`config.mk`:
```
export PLATFORM = sky130hd
export DESIGN_NAME = state_dump_flat
export DESIGN_NICKNAME = d
export VERILOG_FILES = /design/src/rtl/state_dump_pkg.sv /design/src/rtl/state_dump_if.sv /design/src/rtl/state_dump_word_serializer.sv /design/src/rtl/state_dump.sv /design/src/flat_wrapper.sv
export SDC_FILE = /design/constraint.sdc
export NUM_CORES = 1
export LEC_CHECK = 0
export CORE_MARGIN = 1.5
export CORE_UTILIZATION = 40
export DETAILED_ROUTE_END_ITERATION = 16
export HOLD_SLACK_MARGIN = 0.03
export PLACE_DENSITY = 0.76
export SLEW_MARGIN = 15
export SYNTH_ARGS = -nofsm -noshare
export SYNTH_HDL_FRONTEND = slang
export SYNTH_SLANG_ARGS = --single-unit
```
`constraint.sdc`:
```
create_clock -name clock -period 4.2 [get_ports clock]
set_input_delay 0.84 -clock clock [delete_from_list [all_inputs] [get_ports clock]]
set_output_delay 0.84 -clock clock [all_outputs]
set_load 0.01 [all_outputs]
```
`src/rtl/state_dump_pkg.sv`:
```
// state_dump_pkg: shared types and constants for the architectural state dump engine.
package state_dump_pkg;

  localparam int unsigned DUMP_DATA_W    = 32;
  localparam int unsigned BYTES_PER_WORD = DUMP_DATA_W / 8;
  localparam int unsigned REG_ADDR_W     = 5;

  typedef enum logic [2:0] {
    IDLE     = 3'd0,
    REG_RD   = 3'd1,
    MEM_REQ  = 3'd2,
    MEM_WAIT = 3'd3,
    SEND     = 3'd4,
    CSUM     = 3'd5,
    DONE     = 3'd6
  } state_e;

endpackage

```
`src/rtl/state_dump_if.sv`:
```
// state_dump_if: byte stream from the dump engine to its downstream consumer.
interface state_dump_if;

  logic       out_valid;
  logic       out_ready;
  logic [7:0] out_data;
  logic       out_last;

  modport master (output out_valid, output out_data, output out_last, input out_ready);
  modport slave  (input out_valid, input out_data, input out_last, output out_ready);

endinterface

```
`src/rtl/state_dump_word_serializer.sv`:
```
// word_serializer: loads one word and emits it MSB-first as bytes under valid/ready.
module word_serializer #(
  parameter int unsigned DATA_W = 32
) (
  input  logic              clock,
  input  logic              reset_n,
  input  logic              load,
  input  logic [DATA_W-1:0] load_data,
  input  logic              load_last,
  input  logic              ready,
  output logic              valid,
  output logic [7:0]        data,
  output logic              last,
  output logic              word_done_c
);

  localparam int unsigned BPW   = DATA_W / 8;
  localparam int unsigned CNT_W = (BPW > 1) ? $clog2(BPW) : 1;
  localparam logic [CNT_W-1:0] CNT_LAST = CNT_W'(BPW - 1);

  logic [DATA_W-1:0] shreg_q;
  logic [CNT_W-1:0]  cnt_q;
  logic              word_last_q;

  // Top byte of the shift register is the byte on offer.
  assign data        = shreg_q[DATA_W-1 -: 8];
  assign word_done_c = valid && ready && (cnt_q == CNT_LAST);

  // Shift one byte per handshake; everything holds while the consumer stalls.
  always_ff @(posedge clock or negedge reset_n) begin
    if (!reset_n) begin
      shreg_q     <= '0;
      cnt_q       <= '0;
      valid       <= 1'b0;
      last        <= 1'b0;
      word_last_q <= 1'b0;
    end else if (load) begin
      shreg_q     <= load_data;
      cnt_q       <= '0;
      valid       <= 1'b1;
      word_last_q <= load_last;
      last        <= load_last && (BPW == 1);
    end else if (valid && ready) begin
      if (cnt_q == CNT_LAST) begin
        cnt_q <= '0;
        valid <= 1'b0;
        last  <= 1'b0;
      end else begin
        shreg_q <= shreg_q << 8;
        cnt_q   <= cnt_q + 1'b1;
        last    <= word_last_q && ((cnt_q + 1'b1) == CNT_LAST);
      end
    end
  end

endmodule

```
`src/rtl/state_dump.sv`:
```
// state_dump: stalls the core and streams all registers then data memory as a byte frame.
// Optional STATE_DUMP_CHECKSUM_EN appends an XOR checksum byte carrying out_last.
module state_dump
  import state_dump_pkg::*;
#(
  parameter int unsigned REG_COUNT  = 32,
  parameter int unsigned MEM_WORDS  = 256,
  parameter int unsigned MEM_ADDR_W = 18,
  parameter int unsigned DATA_W     = DUMP_DATA_W
) (
  input  logic                  clock,
  input  logic                  reset_n,
  input  logic                  dump_start,
  output logic                  dump_busy,
  output logic                  dump_done,
  output logic                  cpu_stall,
  output logic [REG_ADDR_W-1:0] reg_rd_addr,
  input  logic [DATA_W-1:0]     reg_rd_data,
  output logic                  mem_rd_en,
  output logic [MEM_ADDR_W-1:0] mem_rd_addr,
  input  logic [DATA_W-1:0]     mem_rd_data,
  state_dump_if.master          stream
);

  localparam int unsigned RIDX_W = (REG_COUNT > 0) ? $clog2(REG_COUNT + 1) : 1;
  localparam int unsigned MIDX_W = (MEM_WORDS > 0) ? $clog2(MEM_WORDS + 1) : 1;
  localparam logic [RIDX_W-1:0] REG_LAST = RIDX_W'((REG_COUNT > 0) ? REG_COUNT - 1 : 0);
  localparam logic [RIDX_W-1:0] REG_END  = RIDX_W'(REG_COUNT);
  localparam logic [MIDX_W-1:0] MEM_LAST = MIDX_W'((MEM_WORDS > 0) ? MEM_WORDS - 1 : 0);
  localparam logic HAS_REGS = (REG_COUNT > 0);
  localparam logic HAS_MEM  = (MEM_WORDS > 0);

`ifdef STATE_DUMP_CHECKSUM_EN
  localparam state_e FINAL_ST        = CSUM;
  localparam logic   PAYLOAD_LAST_EN = 1'b0;
`else
  localparam state_e FINAL_ST        = DONE;
  localparam logic   PAYLOAD_LAST_EN = 1'b1;
`endif

  state_e            state_q, state_d;
  logic [RIDX_W-1:0] reg_idx_q, reg_idx_d;
  logic [MIDX_W-1:0] mem_idx_q, mem_idx_d;
  logic              ser_load_c;
  logic [DATA_W-1:0] ser_word_c;
  logic              ser_last_c;
  logic              ser_valid;
  logic [7:0]        ser_data;
  logic              ser_last;
  logic              ser_done_c;

  assign cpu_stall = dump_busy;

  word_serializer #(.DATA_W(DATA_W)) u_ser (
    .clock       (clock),
    .reset_n     (reset_n),
    .load        (ser_load_c),
    .load_data   (ser_word_c),
    .load_last   (ser_last_c),
    .ready       (stream.out_ready),
    .valid       (ser_valid),
    .data        (ser_data),
    .last        (ser_last),
    .word_done_c (ser_done_c)
  );

  // Next-state and word sequencing: registers first, then memory; reg_idx == REG_END marks memory phase.
  always_comb begin
    state_d    = state_q;
    reg_idx_d  = reg_idx_q;
    mem_idx_d  = mem_idx_q;
    ser_load_c = 1'b0;
    ser_word_c = reg_rd_data;
    ser_last_c = 1'b0;
    case (state_q)
      IDLE: begin
        reg_idx_d = '0;
        mem_idx_d = '0;
        if (dump_start) begin
          if (HAS_REGS)     state_d = REG_RD;
          else if (HAS_MEM) state_d = MEM_REQ;
          else              state_d = FINAL_ST;
        end
      end
      REG_RD: begin
        ser_load_c = 1'b1;
        ser_word_c = reg_rd_data;
        ser_last_c = PAYLOAD_LAST_EN && !HAS_MEM && (reg_idx_q == REG_LAST);
        state_d    = SEND;
      end
      MEM_REQ: state_d = MEM_WAIT;
      MEM_WAIT: begin
        ser_load_c = 1'b1;
        ser_word_c = mem_rd_data;
        ser_last_c = PAYLOAD_LAST_EN && (mem_idx_q == MEM_LAST);
        state_d    = SEND;
      end
      SEND: begin
        if (ser_done_c) begin
          if (reg_idx_q != REG_END) begin
            reg_idx_d = reg_idx_q + 1'b1;
            if (reg_idx_q == REG_LAST) state_d = HAS_MEM ? MEM_REQ : FINAL_ST;
            else                       state_d = REG_RD;
          end else if (mem_idx_q == MEM_LAST) begin
            state_d = FINAL_ST;
          end else begin
            mem_idx_d = mem_idx_q + 1'b1;
            state_d   = MEM_REQ;
          end
        end
      end
`ifdef STATE_DUMP_CHECKSUM_EN
      CSUM: begin
        if (stream.out_ready) state_d = DONE;
      end
`endif
      DONE: begin
        reg_idx_d = '0;
        mem_idx_d = '0;
        state_d   = IDLE;
      end
      default: state_d = IDLE;
    endcase
  end

  // State, counters and registered control outputs.
  always_ff @(posedge clock or negedge reset_n) begin
    if (!reset_n) begin
      state_q     <= IDLE;
      reg_idx_q   <= '0;
      mem_idx_q   <= '0;
      dump_busy   <= 1'b0;
      dump_done   <= 1'b0;
      mem_rd_en   <= 1'b0;
      mem_rd_addr <= '0;
      reg_rd_addr <= '0;
    end else begin
      state_q     <= state_d;
      reg_idx_q   <= reg_idx_d;
      mem_idx_q   <= mem_idx_d;
      dump_busy   <= (state_d != IDLE) && (state_d != DONE);
      dump_done   <= (state_d == DONE);
      mem_rd_en   <= (state_d == MEM_REQ);
      mem_rd_addr <= MEM_ADDR_W'(mem_idx_d);
      reg_rd_addr <= REG_ADDR_W'(reg_idx_d);
    end
  end

`ifdef STATE_DUMP_CHECKSUM_EN
  logic [7:0] csum_q;
  logic       csum_valid_q;

  // XOR of every accepted payload byte; offered as a trailing byte in CSUM.
  always_ff @(posedge clock or negedge reset_n) begin
    if (!reset_n) begin
      csum_q       <= '0;
      csum_valid_q <= 1'b0;
    end else begin
      if (state_d == IDLE)                    csum_q <= '0;
      else if (ser_valid && stream.out_ready) csum_q <= csum_q ^ ser_data;
      csum_valid_q <= (state_d == CSUM);
    end
  end

  assign stream.out_valid = ser_valid | csum_valid_q;
  assign stream.out_data  = csum_valid_q ? csum_q : ser_data;
  assign stream.out_last  = csum_valid_q | ser_last;
`else
  assign stream.out_valid = ser_valid;
  assign stream.out_data  = ser_data;
  assign stream.out_last  = ser_last;
`endif

endmodule

```
`src/flat_wrapper.sv`:
```
// flat-port wrapper written by rule: the top's interface ports become plain ports
module state_dump_flat import state_dump_pkg::*;
#(
  parameter int unsigned REG_COUNT  = 32,
  parameter int unsigned MEM_WORDS  = 256,
  parameter int unsigned MEM_ADDR_W = 18,
  parameter int unsigned DATA_W     = DUMP_DATA_W
)
  (clock, reset_n, dump_start, dump_busy, dump_done, cpu_stall, reg_rd_addr, reg_rd_data, mem_rd_en, mem_rd_addr, mem_rd_data, stream_out_valid, stream_out_data, stream_out_last, stream_out_ready);
  state_dump_if stream_i ();
  input  logic clock;
  input  logic reset_n;
  input  logic dump_start;
  output logic dump_busy;
  output logic dump_done;
  output logic cpu_stall;
  output logic [REG_ADDR_W-1:0] reg_rd_addr;
  input  logic [DATA_W-1:0] reg_rd_data;
  output logic mem_rd_en;
  output logic [MEM_ADDR_W-1:0] mem_rd_addr;
  input  logic [DATA_W-1:0] mem_rd_data;
  output wire logic [$bits(stream_i.out_valid)-1:0] stream_out_valid;
  output wire logic [$bits(stream_i.out_data)-1:0] stream_out_data;
  output wire logic [$bits(stream_i.out_last)-1:0] stream_out_last;
  input wire logic [$bits(stream_i.out_ready)-1:0] stream_out_ready;
  assign stream_out_valid = stream_i.out_valid;
  assign stream_out_data = stream_i.out_data;
  assign stream_out_last = stream_i.out_last;
  assign stream_i.out_ready = stream_out_ready;
  state_dump #(.REG_COUNT(REG_COUNT), .MEM_WORDS(MEM_WORDS), .MEM_ADDR_W(MEM_ADDR_W), .DATA_W(DATA_W)) u_core (.clock(clock), .reset_n(reset_n), .dump_start(dump_start), .dump_busy(dump_busy), .dump_done(dump_done), .cpu_stall(cpu_stall), .reg_rd_addr(reg_rd_addr), .reg_rd_data(reg_rd_data), .mem_rd_en(mem_rd_en), .mem_rd_addr(mem_rd_addr), .mem_rd_data(mem_rd_data), .stream(stream_i));
endmodule
```
==> results of run 1 <==
## stage by stage
stage               instance area (um^2)  instances  setup slack, ns  total power, mW
floorplan                           3320        377             1.94             1.37
global placement                    4130        529             1.44             1.57
detailed placement                  4130        529             1.39             1.60
CTS                                 4350        545             1.76             2.18
global route                        4350        545             1.63             2.31
finish                              4350        545             1.72             2.17
## state kept, by name, summed over array words and instances, names as in the netlist
| register | count |
|---|---|
| u_core.u_ser.last | 1 |
| u_core.dump_done | 1 |
| u_core.reg_idx_q | 6 |
| u_core.u_ser.shreg_q | 32 |
| u_core.mem_rd_addr | 9 |
| u_core.state_q | 3 |
| u_core.u_ser.word_last_q | 1 |
| u_core.cpu_stall | 1 |
| u_core.mem_rd_en | 1 |
| u_core.u_ser.valid | 1 |
| u_core.u_ser.cnt_q | 2 |
## cells by family after synthesis
kind of cell | Yosys count | share of synthesized area
DFF | 58 | 0.442
and+or+nand+nor | 149 | 0.230
AOI/OAI and AO/OA | 88 | 0.173
muxes | 10 | 0.0305
buffers and inverters | 55 | 0.0960
adders and majority gates | 6 | 0.0228
other | 1 | 0.00114
xor gates and xnor gates | 2 | 0.00533
## layer usage
layer  up-vias  GRT usage  share of wire
li1       1426          -              -
met3        16     0.0358          0.053
met2        84      0.298           0.49
met1      1377      0.246           0.43
met4         0     0.0920          0.021
met5         -          0              0
## critical path, cell delays in order
cell and delay [ns]:
clkdlybuf4s50_1 0.50, nand3_1 0.25, or3_4 0.51, or4_1 0.49, a21oi_1 0.15
## power breakdown
| part | internal (mW) | total, mW | switching, mW |
|---|---|---|---|
| Combinational | 0.336 | 0.718 | 0.382 |
| Clock | 0.348 | 0.575 | 0.226 |
| Sequential | 0.745 | 0.873 | 0.129 |
## Yosys cell counts (2+ instances only)
cell type / number / area share
a211oi_1: 25 / 0.057
a21oi_1: 13 / 0.020
a31oi_1: 24 / 0.046
and2_1: 2 / 0.0038
and3_1: 2 / 0.0038
and4_1: 2 / 0.0053
buf_1: 2 / 0.0023
buf_4: 23 / 0.053
buf_6: 3 / 0.010
clkbuf_1: 21 / 0.024
dfrtp_1: 58 / 0.44
ha_1: 6 / 0.023
inv_1: 6 / 0.0069
mux2i_1: 10 / 0.030
nand2_1: 61 / 0.070
nand2b_1: 4 / 0.0076
nand3_1: 18 / 0.027
nand4_1: 3 / 0.0057
nor2_1: 11 / 0.013
nor2b_1: 25 / 0.048
nor3_1: 5 / 0.0076
o21ai_0: 14 / 0.021
o31ai_1: 6 / 0.014
or2_2: 2 / 0.0038
or4_1: 7 / 0.016
xnor2_1: 2 / 0.0053
## worst paths after layout
| path | to | slack [ns] | startpoint | cells past startpoint |
|---|---|---|---|---|
| max | u_core.mem_rd_addr[7] | 1.72 | stream_out_ready | 5 |
| min | u_core.u_ser.word_last_q | 0.50 | u_core.u_ser.word_last_q | 2 |
| max reg2reg | u_core.mem_rd_addr[7] | 1.90 | u_core.mem_rd_addr[5] | 6 |
| min reg2reg | u_core.u_ser.word_last_q | 0.50 | u_core.u_ser.word_last_q | 2 |
| max in group asynchronous | u_core.mem_rd_addr[2] | 2.82 | reset_n | 2 |
| min in group asynchronous | u_core.reg_idx_q[1] | 0.56 | reset_n | 1 |
## cell type report
cell class              instances  area (um^2)  area share
clock buffers                  11          141      0.0325
clock inverters                 5         77.6      0.0178
inverters                       6         22.5     0.00518
multi-input cells             264         1550       0.357
flip-flops and latches         58         1450       0.334
well taps                     102          128      0.0293
repair buffers                 99          976       0.224
==> flow_metrics.py, run 1 <==
metrics = {
    "cells_and_area": {
        "area_growth_syn_to_layout_pct": 32.4,
        "layout-drive-gt1-share": 0.0632,
        "nets": 512,
        "fin_util": 0.555,
        "layout_common_cells": "clkdlybuf4s50_1 (94), nand2_1 (61), dfrtp_1 (57), a211oi_1 (25), nor2b_1 (25)",
        "fillCellCount": 712,
        "antennaDiodeCount": 0,
        "final_common_cell": "clkdlybuf4s50_1",
    },
    "sta": {
        "maxSlewHeadroom": 0.367,
        "grt_setup_unrepaired": "no",
        "finalHoldViolCount": 0,
        "min_period_over_period": 0.591,
        "layout_min_cycle_time_ns": 2.48,
        "fin_skew_ns": 0.00851,
        "fin_setup_tns_ns": 0,
        "slew_viol_final": 0,
        "max_freq_mhz": 403,
        "hold_ws_ns": 0.503,
        "tightestPinTransition_ns": 0.949,
        "finalSetupViolations": 0,
    },
    "clock_network": {
        "clk_path_buf_depth": 2,
        "cts_htree_levels": 3,
        "worstSkewPairLatency_ns": 0.34,
        "cts_tree": "yes",
        "cts_hold_buf": 0,
        "cts_buffers": 9,
        "cts_setup_buffers": 0,
        "path_clk_slew_ns": 0.07,
        "cts_root_buf": "clkbuf_8",
        "cts.repair.resized": 0,
        "cts_sinks": 58,
    },
    "floorplanning": {
        "dieWidth_um": 93.6,
        "core_region_area_um2": 7850,
        "rows": 32,
        "io_pins": 105,
        "die_y_um": 93.6,
        "start_util": 0.419,
        "dieArea_um2": 8770,
    },
    "route": {
        "ant_nets": 0,
        "drcViolationCount": 0,
        "via_per_inst": 5.33,
        "drtIter0Drc": 143,
        "drt_pass1_iterations": 4,
        "wl_per_cell_um": 14.8,
        "num_vias": 2903,
        "drt_wl_total_um": 8060,
    },
    "placement": {
        "io_buffers": 95,
        "gp_congestion": 0.824,
        "hpwl_um": 5690,
    },
    "synthesis": {
        "synth-seq-area-share": 0.442,
        "synth-edff-count": 0,
        "syn_area_per_cell_um2": 8.90,
        "ys_ff_latch": 58,
        "synth_area_um2": 3290,
        "ys_types": 40,
        "async_flop_share": 1.00,
        "synthFlopType": "dfrtp_1",
        "ys_warn_count": 0,
        "synthCells": 369,
    },
    "global_routing": {
        "overflow": 0,
        "grt_usage": 0.188,
        "grt_max_degree": 64,
        "grt_pass1_wl_um": 12800,
        "antenna_found_initial": 0,
        "grt_pass1_vias": 2719,
    },
    "min_path": {
        "hp-class": "flop to flop",
    },
    "run": {
        "maxCapViolations": 0,
    },
    "worst_setup_path": {
        "startpoint_type": "input pin",
        "crit_type": "input pin to flop",
        "worstPathMaxFanout": 11,
        "cp.arrival_ns": 2.74,
        "end_kind": "flop",
        "crit_required_ns": 4.46,
    },
    "pwr": {
        "vdd_ir_drop_max_mv": 0.164,
        "leakagePower_nw": 1.73,
        "cellPowerDensity_nw_per_um2": 498,
    },
    "run_status": {
        "status": "finished clean",
    },
}
Note: power is estimated with default switching activity, not from simulation.
==> inputs of run 2 (changes only) <==
==> constraint.sdc (replaced) <==
create_clock -name clock -period 2.6 [get_ports clock]
set_input_delay 0.52 -clock clock [delete_from_list [all_inputs] [get_ports clock]]
set_output_delay 0.52 -clock clock [all_outputs]
set_load 0.01 [all_outputs]
==> run 2 against run 1 <==
Compared with the run above:
- die area did not move
- sequential share of layout area fell by 0.27 points
- sequential cell count unchanged
- critical endpoint is now u_core.mem_rd_addr[6]
- clock skew shrank 0.0022 ns
- cell area grew 0.81%
==> flow_metrics.py, run 2 (synthesis gave the netlist of run 1 again) <==
metrics = {
    "cells_and_area": {
        "largest-register": "u_core.u_ser.shreg_q",
        "area_growth_syn_to_layout_pct": 33.5,
        "layout-drive-gt1-share": 0.0717,
        "reg_top3": "u_core.u_ser.shreg_q x32, u_core.mem_rd_addr x9, u_core.reg_idx_q x6",
        "nets": 517,
        "fillCellCount": 739,
        "multiInputGateArea_um2": 1550,
        "largest_reg_flops": 32,
        "regArea_um2": 1450,
        "antennaDiodeCount": 0,
        "layout_common_cells": "clkdlybuf4s50_1 (94), nand2_1 (61), dfrtp_1 (57), a211oi_1 (25), nor2b_1 (25)",
        "finalInstanceArea_um2": 4390,
        "final_common_cell": "clkdlybuf4s50_1",
    },
    "global_routing": {
        "grt_pass1_wl_um": 12800,
        "overflow": 0,
        "antenna_found_initial": 0,
        "grt_max_degree": 64,
        "grt_usage": 0.186,
        "grt_pass1_vias": 2734,
    },
    "route": {
        "wl_per_cell_um": 14.4,
        "drt_pass1_iterations": 5,
        "num_vias": 2924,
        "drcViolationCount": 0,
        "via_per_inst": 5.34,
        "ant_nets": 0,
        "drtIter0Drc": 142,
        "drt_wl_total_um": 7910,
    },
    "clock_network": {
        "cts.repair.resized": 0,
        "cts_htree_levels": 3,
        "path_clk_slew_ns": 0.07,
        "cts_hold_buf": 0,
        "worstSkewPairLatency_ns": 0.33,
        "cts_tree": "yes",
        "clk_path_buf_depth": 2,
        "cts_setup_buffers": 0,
        "cts_sinks": 58,
        "cts_root_buf": "clkbuf_8",
        "cts_buffers": 9,
    },
    "sta": {
        "slew_viol_final": 0,
        "maxSlewHeadroom": 0.566,
        "min_period_over_period": 0.886,
        "max_freq_mhz": 434,
        "fin_skew_ns": 0.00633,
        "grt_setup_unrepaired": "no",
        "fin_setup_tns_ns": 0,
        "layout_min_cycle_time_ns": 2.30,
        "finalHoldViolCount": 0,
        "setup_ws_ns": 0.297,
        "tightestPinTransition_ns": 0.651,
        "finalSetupViolations": 0,
    },
    "run_status": {
        "status": "finished clean",
    },
    "floorplanning": {
        "dieArea_um2": 8770,
        "io_pins": 105,
        "rows": 32,
        "core_region_area_um2": 7850,
        "dieWidth_um": 93.6,
        "start_util": 0.419,
        "die_y_um": 93.6,
    },
    "placement": {
        "gp_congestion": 0.853,
        "hpwl_um": 5690,
        "placed_cell_area_um2": 4200,
        "dp_slack_ns": 0.0916,
        "io_buffers": 95,
    },
    "pwr": {
        "leakagePower_nw": 1.76,
        "vdd_ir_drop_max_mv": 0.303,
        "cellPowerDensity_nw_per_um2": 781,
        "power.total_mw": 3.43,
    },
    "worst_setup_path": {
        "crit_required_ns": 2.84,
        "crit_path_top_delay_cell": "or4_1",
        "path_cells": "ha_1 -> and4_1 -> ha_1 -> or3_4 -> or4_1 -> a21oi_1",
        "cp.arrival_ns": 2.54,
        "crit_type": "flop to flop",
        "startpoint_type": "flop",
        "end_kind": "flop",
        "critPathMaxStageDelay_ns": 0.48,
        "crit_path_frequent_cell": "ha_1",
        "worstPathMaxFanout": 11,
    },
    "min_path": {
        "hp-class": "input pin to async pin",
    },
    "run": {
        "maxCapViolations": 0,
    },
}
## run 2: cell count changes in the layout (fill, tap and decap cells not counted), sizes merged
cell      previous run  this run
bufinv               2         1
clkinvlp             1         0
buf                  5        10
## run 2: layout make-up
cell class                      count  area share
Sequential cell                    58       0.331
Multi-Input combinational cell    264       0.354
Clock buffer                       11      0.0345
Clock inverter                      3     0.00913
Inverter                            6     0.00513
Tap cell                          102      0.0291
Timing Repair Buffer              104       0.237
## run 2: metal layers
metal	wire (um)	vias up	GRT usage	part of all wire
met5	0	-	0	0
met4	137	0	0.0771	0.017
met3	398	13	0.0301	0.050
met2	3940	93	0.304	0.50
met1	3430	1379	0.245	0.43
li1	-	1439	-	-
## run 2: final timing paths
kind                       depth (start not counted)  slack [ns]                  endpoint               startpoint
hold reg to reg                                    2        0.50   u_core.u_ser.shreg_q[4]  u_core.u_ser.shreg_q[4]
setup reg to reg                                   6        0.30     u_core.mem_rd_addr[6]    u_core.mem_rd_addr[0]
setup / recovery                                   6        0.30     u_core.mem_rd_addr[6]    u_core.mem_rd_addr[0]
hold / removal                                     1        0.20  u_core.u_ser.shreg_q[23]                  reset_n
max in group asynchronous                          2        1.80         u_core.state_q[1]                  reset_n
min in group clock                                 2        0.50   u_core.u_ser.shreg_q[4]  u_core.u_ser.shreg_q[4]
## run 2: critical path: cells and delay by family (launching register included)
kind                     cells  cell delay, ns
AND/OR/NAND/NOR              3            1.11
adder cells (fa/ha/maj)      2            0.51
flip-flops                   1            0.44
AO/OA/AOI/OAI                1            0.17
## run 2: per-stage QoR
step	hold slack [ns]	utilization	std cells
floorplan	0.224	-	377
global placement	0.483	0.535	534
detailed placement	0.491	0.535	534
CTS	0.205	0.559	548
global route	0.230	0.559	548
finish	0.205	0.559	548
## run 2: where the power goes
group          internal, mW  switching [mW]  leakage (nW)
Clock                 0.481           0.338         0.101
Sequential             1.20           0.200         0.744
Combinational         0.578           0.629         0.911
Total                  2.26            1.17          1.76
